$ cat config.mk
export PLATFORM = sky130hd
export DESIGN_NAME = hc595_chain_driver
export DESIGN_NICKNAME = d
export VERILOG_FILES = /design/src/rtl/hc595_chain_driver.sv
export SDC_FILE = /design/constraint.sdc
export NUM_CORES = 1
export LEC_CHECK = 0
export ABC_AREA = 0
export BUFFER_PORTS_ARGS = -buffer_cell sky130_fd_sc_hd__buf_2
export CAP_MARGIN = 0
export CORE_MARGIN = 2
export CORE_UTILIZATION = 55
export CTS_CLUSTER_SIZE = 30
export DETAILED_ROUTE_END_ITERATION = 10
export GPL_TIMING_DRIVEN = 0
export PLACE_DENSITY_LB_ADDON = 0.15
export SLEW_MARGIN = 0
export SYNTH_ARGS = -nofsm -noshare
export SYNTH_HDL_FRONTEND = slang
export SYNTH_SLANG_ARGS = --single-unit
$ cat constraint.sdc
create_clock -name clk -period 2.2 [get_ports clk]
set_input_delay 0.44 -clock clk [delete_from_list [all_inputs] [get_ports clk]]
set_output_delay 0.44 -clock clk [all_outputs]
set_load 0.05 [all_outputs]
$ cat src/rtl/hc595_chain_driver.sv
// Serial driver for a cascade of 74HC595 shift registers: shifts an 8*CHAIN-bit
// word out on ds/sh_cp at a programmable rate, then latches it with st_cp.
module hc595_chain_driver #(
    parameter int CHAIN     = 2,
    parameter int DIV       = 2,
    parameter int MSB_FIRST = 1
) (
    input  logic                 clk,
    input  logic                 reset_n,
    input  logic                 en,
    input  logic                 mode,
    input  logic [8*CHAIN-1:0]   data_in,
    input  logic                 data_valid,
    output logic                 data_ready,
    output logic                 sh_cp,
    output logic                 st_cp,
    output logic                 ds,
    output logic                 busy,
    output logic                 frame_done
);
    localparam int N  = 8 * CHAIN;
    localparam int BW = $clog2(N + 1);
    localparam int PW = (DIV > 1) ? $clog2(DIV) : 1;

    typedef enum logic [1:0] {IDLE, SHIFT, LATCH} state_t;

    state_t          state, state_nx;
    logic [N-1:0]    shreg, hold, shreg_adv;
    logic            have_word;
    logic [BW-1:0]   bit_cnt;
    logic [PW-1:0]   ph_cnt;
    logic            phase;
    logic            ph_last, bit_last, start_load, start_refresh;

    always_comb begin
        ph_last       = (ph_cnt == PW'(DIV - 1));
        bit_last      = (bit_cnt == BW'(N - 1));
        start_load    = (state == IDLE) && en && data_valid;
        start_refresh = (state == IDLE) && en && !data_valid && mode && have_word;
        shreg_adv     = (MSB_FIRST != 0) ? {shreg[N-2:0], 1'b0} : {1'b0, shreg[N-1:1]};

        state_nx = state;
        case (state)
            IDLE:    if (start_load || start_refresh) state_nx = SHIFT;
            SHIFT:   if (ph_last && phase && bit_last) state_nx = LATCH;
            LATCH:   if (ph_last) state_nx = IDLE;
            default: state_nx = IDLE;
        endcase

        // data_ready is held low during reset even though the state already reads IDLE
        data_ready = reset_n && (state == IDLE) && en;
        busy       = (state != IDLE);
        sh_cp      = (state == SHIFT) && phase;
        st_cp      = (state == LATCH);
        ds         = (state == SHIFT) && ((MSB_FIRST != 0) ? shreg[N-1] : shreg[0]);
    end

    always_ff @(posedge clk or negedge reset_n) begin
        if (!reset_n) state <= IDLE;
        else          state <= state_nx;
    end

    always_ff @(posedge clk or negedge reset_n) begin
        if (!reset_n) begin
            shreg      <= '0;
            hold       <= '0;
            have_word  <= 1'b0;
            bit_cnt    <= '0;
            ph_cnt     <= '0;
            phase      <= 1'b0;
            frame_done <= 1'b0;
        end else begin
            frame_done <= 1'b0;
            case (state)
                IDLE: begin
                    ph_cnt  <= '0;
                    phase   <= 1'b0;
                    bit_cnt <= '0;
                    if (start_load) begin
                        shreg     <= data_in;
                        hold      <= data_in;
                        have_word <= 1'b1;
                    end else if (start_refresh) begin
                        shreg <= hold;
                    end
                end
                SHIFT: begin
                    if (ph_last) begin
                        ph_cnt <= '0;
                        phase  <= ~phase;
                        // advance only after the high half of sh_cp has been served
                        if (phase) begin
                            shreg   <= shreg_adv;
                            bit_cnt <= bit_cnt + BW'(1);
                        end
                    end else begin
                        ph_cnt <= ph_cnt + PW'(1);
                    end
                end
                LATCH: begin
                    if (ph_last) begin
                        ph_cnt     <= '0;
                        frame_done <= 1'b1;
                    end else begin
                        ph_cnt <= ph_cnt + PW'(1);
                    end
                end
                default: ;
            endcase
        end
    end
endmodule

Word level (Yosys, flattened, before mapping)
Cells that the tools add are included.
{"block": "word_totals", "reg_bits": 43, "output_inout_bits": 6, "word_cells": 61}
{"block": "op_classes", "add_sub_neg": 2, "eq_ne": 9, "mux": 18, "bitwise_logic": 1, "reduce_logical": 23}
{"cell": "16-bit two-way mux", "count": 4}
{"cell": "16-bit one-hot mux with 2 select lines", "count": 1}
{"cell": "1-bit logical AND", "count": 11}
{"cell": "5-bit two-way mux", "count": 2}
{"cell": "5-bit one-hot mux with 2 select lines", "count": 1}
{"cell": "2-bit != test, second input constant", "count": 4}
{"cell": "2-bit two-way mux", "count": 3}
{"cell": "2-bit one-hot mux with 3 select lines", "count": 1}
{"cell": "3-bit AND reduction", "count": 2}
{"cell": "2-bit nonzero test", "count": 3}
{"cell": "5-bit by 1-bit adder with 5-bit output, second input constant", "count": 1}
{"cell": "5-bit by 4-bit == test with 1-bit output, second input constant", "count": 1}
{"cell": "1-bit two-way mux", "count": 4}
{"cell": "1-bit one-hot mux with 2 select lines", "count": 2}
{"cell": "2-bit AND reduction", "count": 2}
{"cell": "4-bit AND reduction", "count": 1}
{"cell": "3-bit != test, second input constant", "count": 1}
{"cell": "2-bit by 1-bit == test with 1-bit output, second input constant", "count": 1}
{"cell": "2-bit == test, second input constant", "count": 1}
{"cell": "2-bit zero test", "count": 1}
{"cell": "2-bit by 1-bit != test with 1-bit output, second input constant", "count": 1}
{"cell": "2-bit OR reduction", "count": 1}
{"cell": "1-bit adder, second input constant", "count": 1}
{"cell": "1-bit zero test", "count": 1}
{"cell": "other kinds (2)", "count": 2}

Longest topological paths before layout
{"block": "logic_depth", "ltp_word": 8, "ltp_mapped": 9, "ltp_nobuf": 6}

Least setup slack after synthesis
No wires, ideal clock.
{"block": "synth_path", "kind": "register to register", "start": "reg state[0]", "end": "reg shreg[15]", "t_arrival_ps": 1884, "path_slack_ps": 191, "path_stages_with_launch": 9, "n_path_buf": 2, "period_less_slack_ps": 2009, "cell_sequence": "dfrtp_1 -> inv_1 -> ha_1 -> buf_6 -> inv_1 -> a21oi_4 -> nor2_4 -> buf_12 -> mux2_4"}
{"block": "synth_between", "elab_chain_cells": 7, "word_cells_on_any_way": 14, "cone_classes": "eq/ne: 4; mux: 2; reduce/logical: 8"}
{"element": "start: declaration", "line": "27", "source": "state_t state, state_nx;"}
{"element": "start signal: assignment", "line": "60", "source": "else state <= state_nx;"}
{"element": "2-bit zero test", "line": "38, 39, 74"}
{"element": "1-bit logical AND", "line": "38, 39"}
{"element": "1-bit logical AND (3 in series)", "line": "39", "source": "start_refresh = (state == IDLE) && en && !data_valid && mode && have_word;"}
{"element": "3-bit != test (no line)"}
{"element": "4-bit AND reduction (no line)"}
{"element": "end signal: assignment", "line": "80", "source": "shreg <= data_in;"}
{"element": "end signal: assignment", "line": "84", "source": "shreg <= hold;"}
{"element": "end signal: assignment", "line": "93", "source": "shreg <= shreg_adv;"}
{"element": "end: declaration", "line": "28", "source": "logic [N-1:0] shreg, hold, shreg_adv;"}
Several ways; a longest one is shown, not always the timed one.
A chain may end at the register's enable or synchronous reset.

Worst setup path after layout
{"block": "layout_path", "start": "reg state[1]", "end": "out ds"}
{"block": "layout_between", "elab_chain_cells": 2}
{"element": "2-bit by 1-bit == test with 1-bit output", "line": "55", "source": "ds = (state == SHIFT) && ((MSB_FIRST != 0) ? shreg[N-1] : shreg[0]);"}
{"element": "1-bit logical AND", "line": "55"}
{"element": "end: declaration", "line": "17", "source": "output logic ds,"}
No other way between the ends.

==> impl_metrics.toml <==
[logic_synthesis]
synth_edf_count = 0
synth-warning-count = 0
ys.flop_type = "dfrtp_1"
netlist.area_leader.share_pct = 50.7
synth_common_cells = "nand2_1 (59), dfrtp_1 (43), nor2_1 (17), a31oi_1 (15), mux2_4 (10)"
yosysSeqAreaShare_pct = 50.7
synth_area_mm2 = 0.00212
synth_most_common_cell = "nand2_1"
ys_types = 32
syn_avg_cell_area_um2 = 10.4
synthTopCellsByArea = "dfrtp_1 (51%), nand2_1 (10%), mux2_4 (7.1%)"
syn_nets = 233
synthArstFlopShare_pct = 100
yosysTopAreaCell = "dfrtp_1"
synth-seq-cells = 43
synthCells = 205

[layout]
fin_cells = 287
final_area_mm2 = 0.00245
nNetsFinal = 266
drive_gt1_share_pct = 27.2
fin_util_pct = 66.4
multi_input_area_um2 = 942
ff_latch_area_mm2 = 0.00108
num-fill-cells = 299
syn_to_final_growth_pct = 15.3
n_antenna_cell = 0

[detailed_routing]
routed_wl_um = 3880
drt_iter0_markers = 130
drc = 0
drt_first_pass_iters = 4
via_count = 1510
ant_nets = 0
via_per_inst = 5.26
wl_per_cell_um = 13.5

[clock_tree]
cts_setup_buffers = 0
htree_num_levels = 2
cts_tree = "done"
postCtsHoldBufs = 0
clock_latency_ps = 290
cts.reportedPaths.clkPinSlew_ps = 80
cts-resized-gates = 0
clock-sinks = 43
clockBufferDepth = 2
cts_buffers = 5
cts-root-buf = "clkbuf_8"

[floorplan]
core_area_mm2 = 0.00369
ios = 27
rows = 22
die-area_mm2 = 0.00437
dieHeight_um = 66.1
die_w_um = 66.1
start_util_pct = 57.6

[worst_setup_path]
path_cells = "inv_1 -> ha_1 -> and2_1 -> buf_2"
critPathKind = "reg2out"
cp-start-kind = "flip-flop"
end_kind = "primary output"
cpMaxStageDelayCell = "dfrtp_1"
cp_max_fo = 7
critPathMaxStageDelay_ps = 420
crit_arrival_ps = 1660
crit_required_ps = 1760

[global_route]
grt_pass1_vias = 1384
grt_pass1_wl_um = 6420
overflow = 0
grt_max_degree = 45
track_usage_pct = 20.0
antenna_found_initial = 0

[placement]
dp_hpwl_um = 2650
place_area_mm2 = 0.00231
portBuffers = 26
placedCellCount = 279
post-place-ws_ps = 29.6
place.gp.congestion = 0.795

[timing]
min_period_over_period_pct = 95.2
skew_ps = 4.96
worstMarginPinSlew_ps = 573
setup_viol = 0
setup_tns_ps = 0
max_freq_mhz = 477
finalCriticalPeriod_ps = 2100
whs_ps = 162
relSlewSlack_pct = 61.8
maxSlewViolCount = 0
fin_ws_ps = 105
rsz0062_at_grt = "false"
hold_viol = 0

[flow_run]
cap_violations = 0

[power_and_ir_drop]
p_int_mw = 2.32
pwr-share-comb_pct = 43.6
clkPwrFrac_pct = 20.1
switching_share_pct = 34.8
powerDensity_mw_per_mm2 = 1460
seq_power_share_pct = 36.3
finalPower_mw = 3.56
leakage_nw = 1.21
p_sw_mw = 1.24
worst_ir_drop_vdd_mv = 1.00

[hold_path]
hp-class = "in2async"

[outcome]
status = "finished clean"
==> power by group through the flow <==
stage                     Combinational, mW  Sequential [mW]  Clock (mW)
final                                  1.55             1.29       0.717
after detailed placement               1.55             1.31           0
after global routing                   1.71             1.33       0.775
after floorplan                        1.29             1.26           0
after CTS                              1.57             1.29       0.735
after global placement                 1.53             1.29           0
==> cells by family after synthesis <==
logic type                 count (synthesis)  share of synthesized area [%]
muxes                                     19                           12.3
xor gates and xnor gates                   3                           1.24
DFF                                       43                           50.7
adders and majority gates                  7                           4.12
buffers and inverters                     15                           4.95
and+or+nand+nor                           88                           17.6
AOI/OAI and AO/OA                         30                           9.13
==> worst paths after layout <==
kind / start / end / slack [ps] / depth (start not counted)
max: state[1] / ds / 100 / 4
min: reset_n / hold[4] / 160 / 1
max reg2reg: state[1] / shreg[13] / 220 / 8
min reg2reg: hold[15] / hold[15] / 470 / 2
max in group asynchronous: reset_n / phase / 1650 / 1
min in group clk: data_in[4] / hold[4] / 350 / 3
==> worst max-delay path, delay by kind of cell, from the launching register on <==
kind                     cells  cell delay, ps
adder cells (fa/ha/maj)      1             360
buffers and inverters        2             390
flip-flops                   1             420
AND/OR/NAND/NOR              1             190
==> final cells by class <==
class / count / share of cell area [%]
clock buffers: 6 / 2.96
repair buffers: 26 / 5.42
plain buffers: 10 / 3.53
clock inverters: 2 / 2.45
well taps: 48 / 2.45
multi-input cells: 147 / 38.5
inverters: 5 / 0.766
flip-flops and latches: 43 / 43.9
==> layout by cell type (no fill, tap or decap), drive strengths merged, types with 5 or more instances in the layout <==
cell     n
buf     33
a31oi   15
o21ai    8
ha       7
nand2   59
inv      5
mux2    17
clkbuf   8
nor2    18
dfrtp   43
==> routing by layer <==
metal	vias to the layer above	wire length (µm)	global-route usage [%]
met4	0	74	9.95
met2	31	1840	31.5
met1	723	1830	26.3
met5	-	0	0
met3	8	125	4.09
li1	748	-	-
==> registers in the layout (all words and copies together), names as in the netlist <==
name	cells
frame_done	1
phase	1
have_word	1
hold	16
shreg	16
ph_cnt	1
state	2
bit_cnt	5
(Power assumes the default switching activity.)
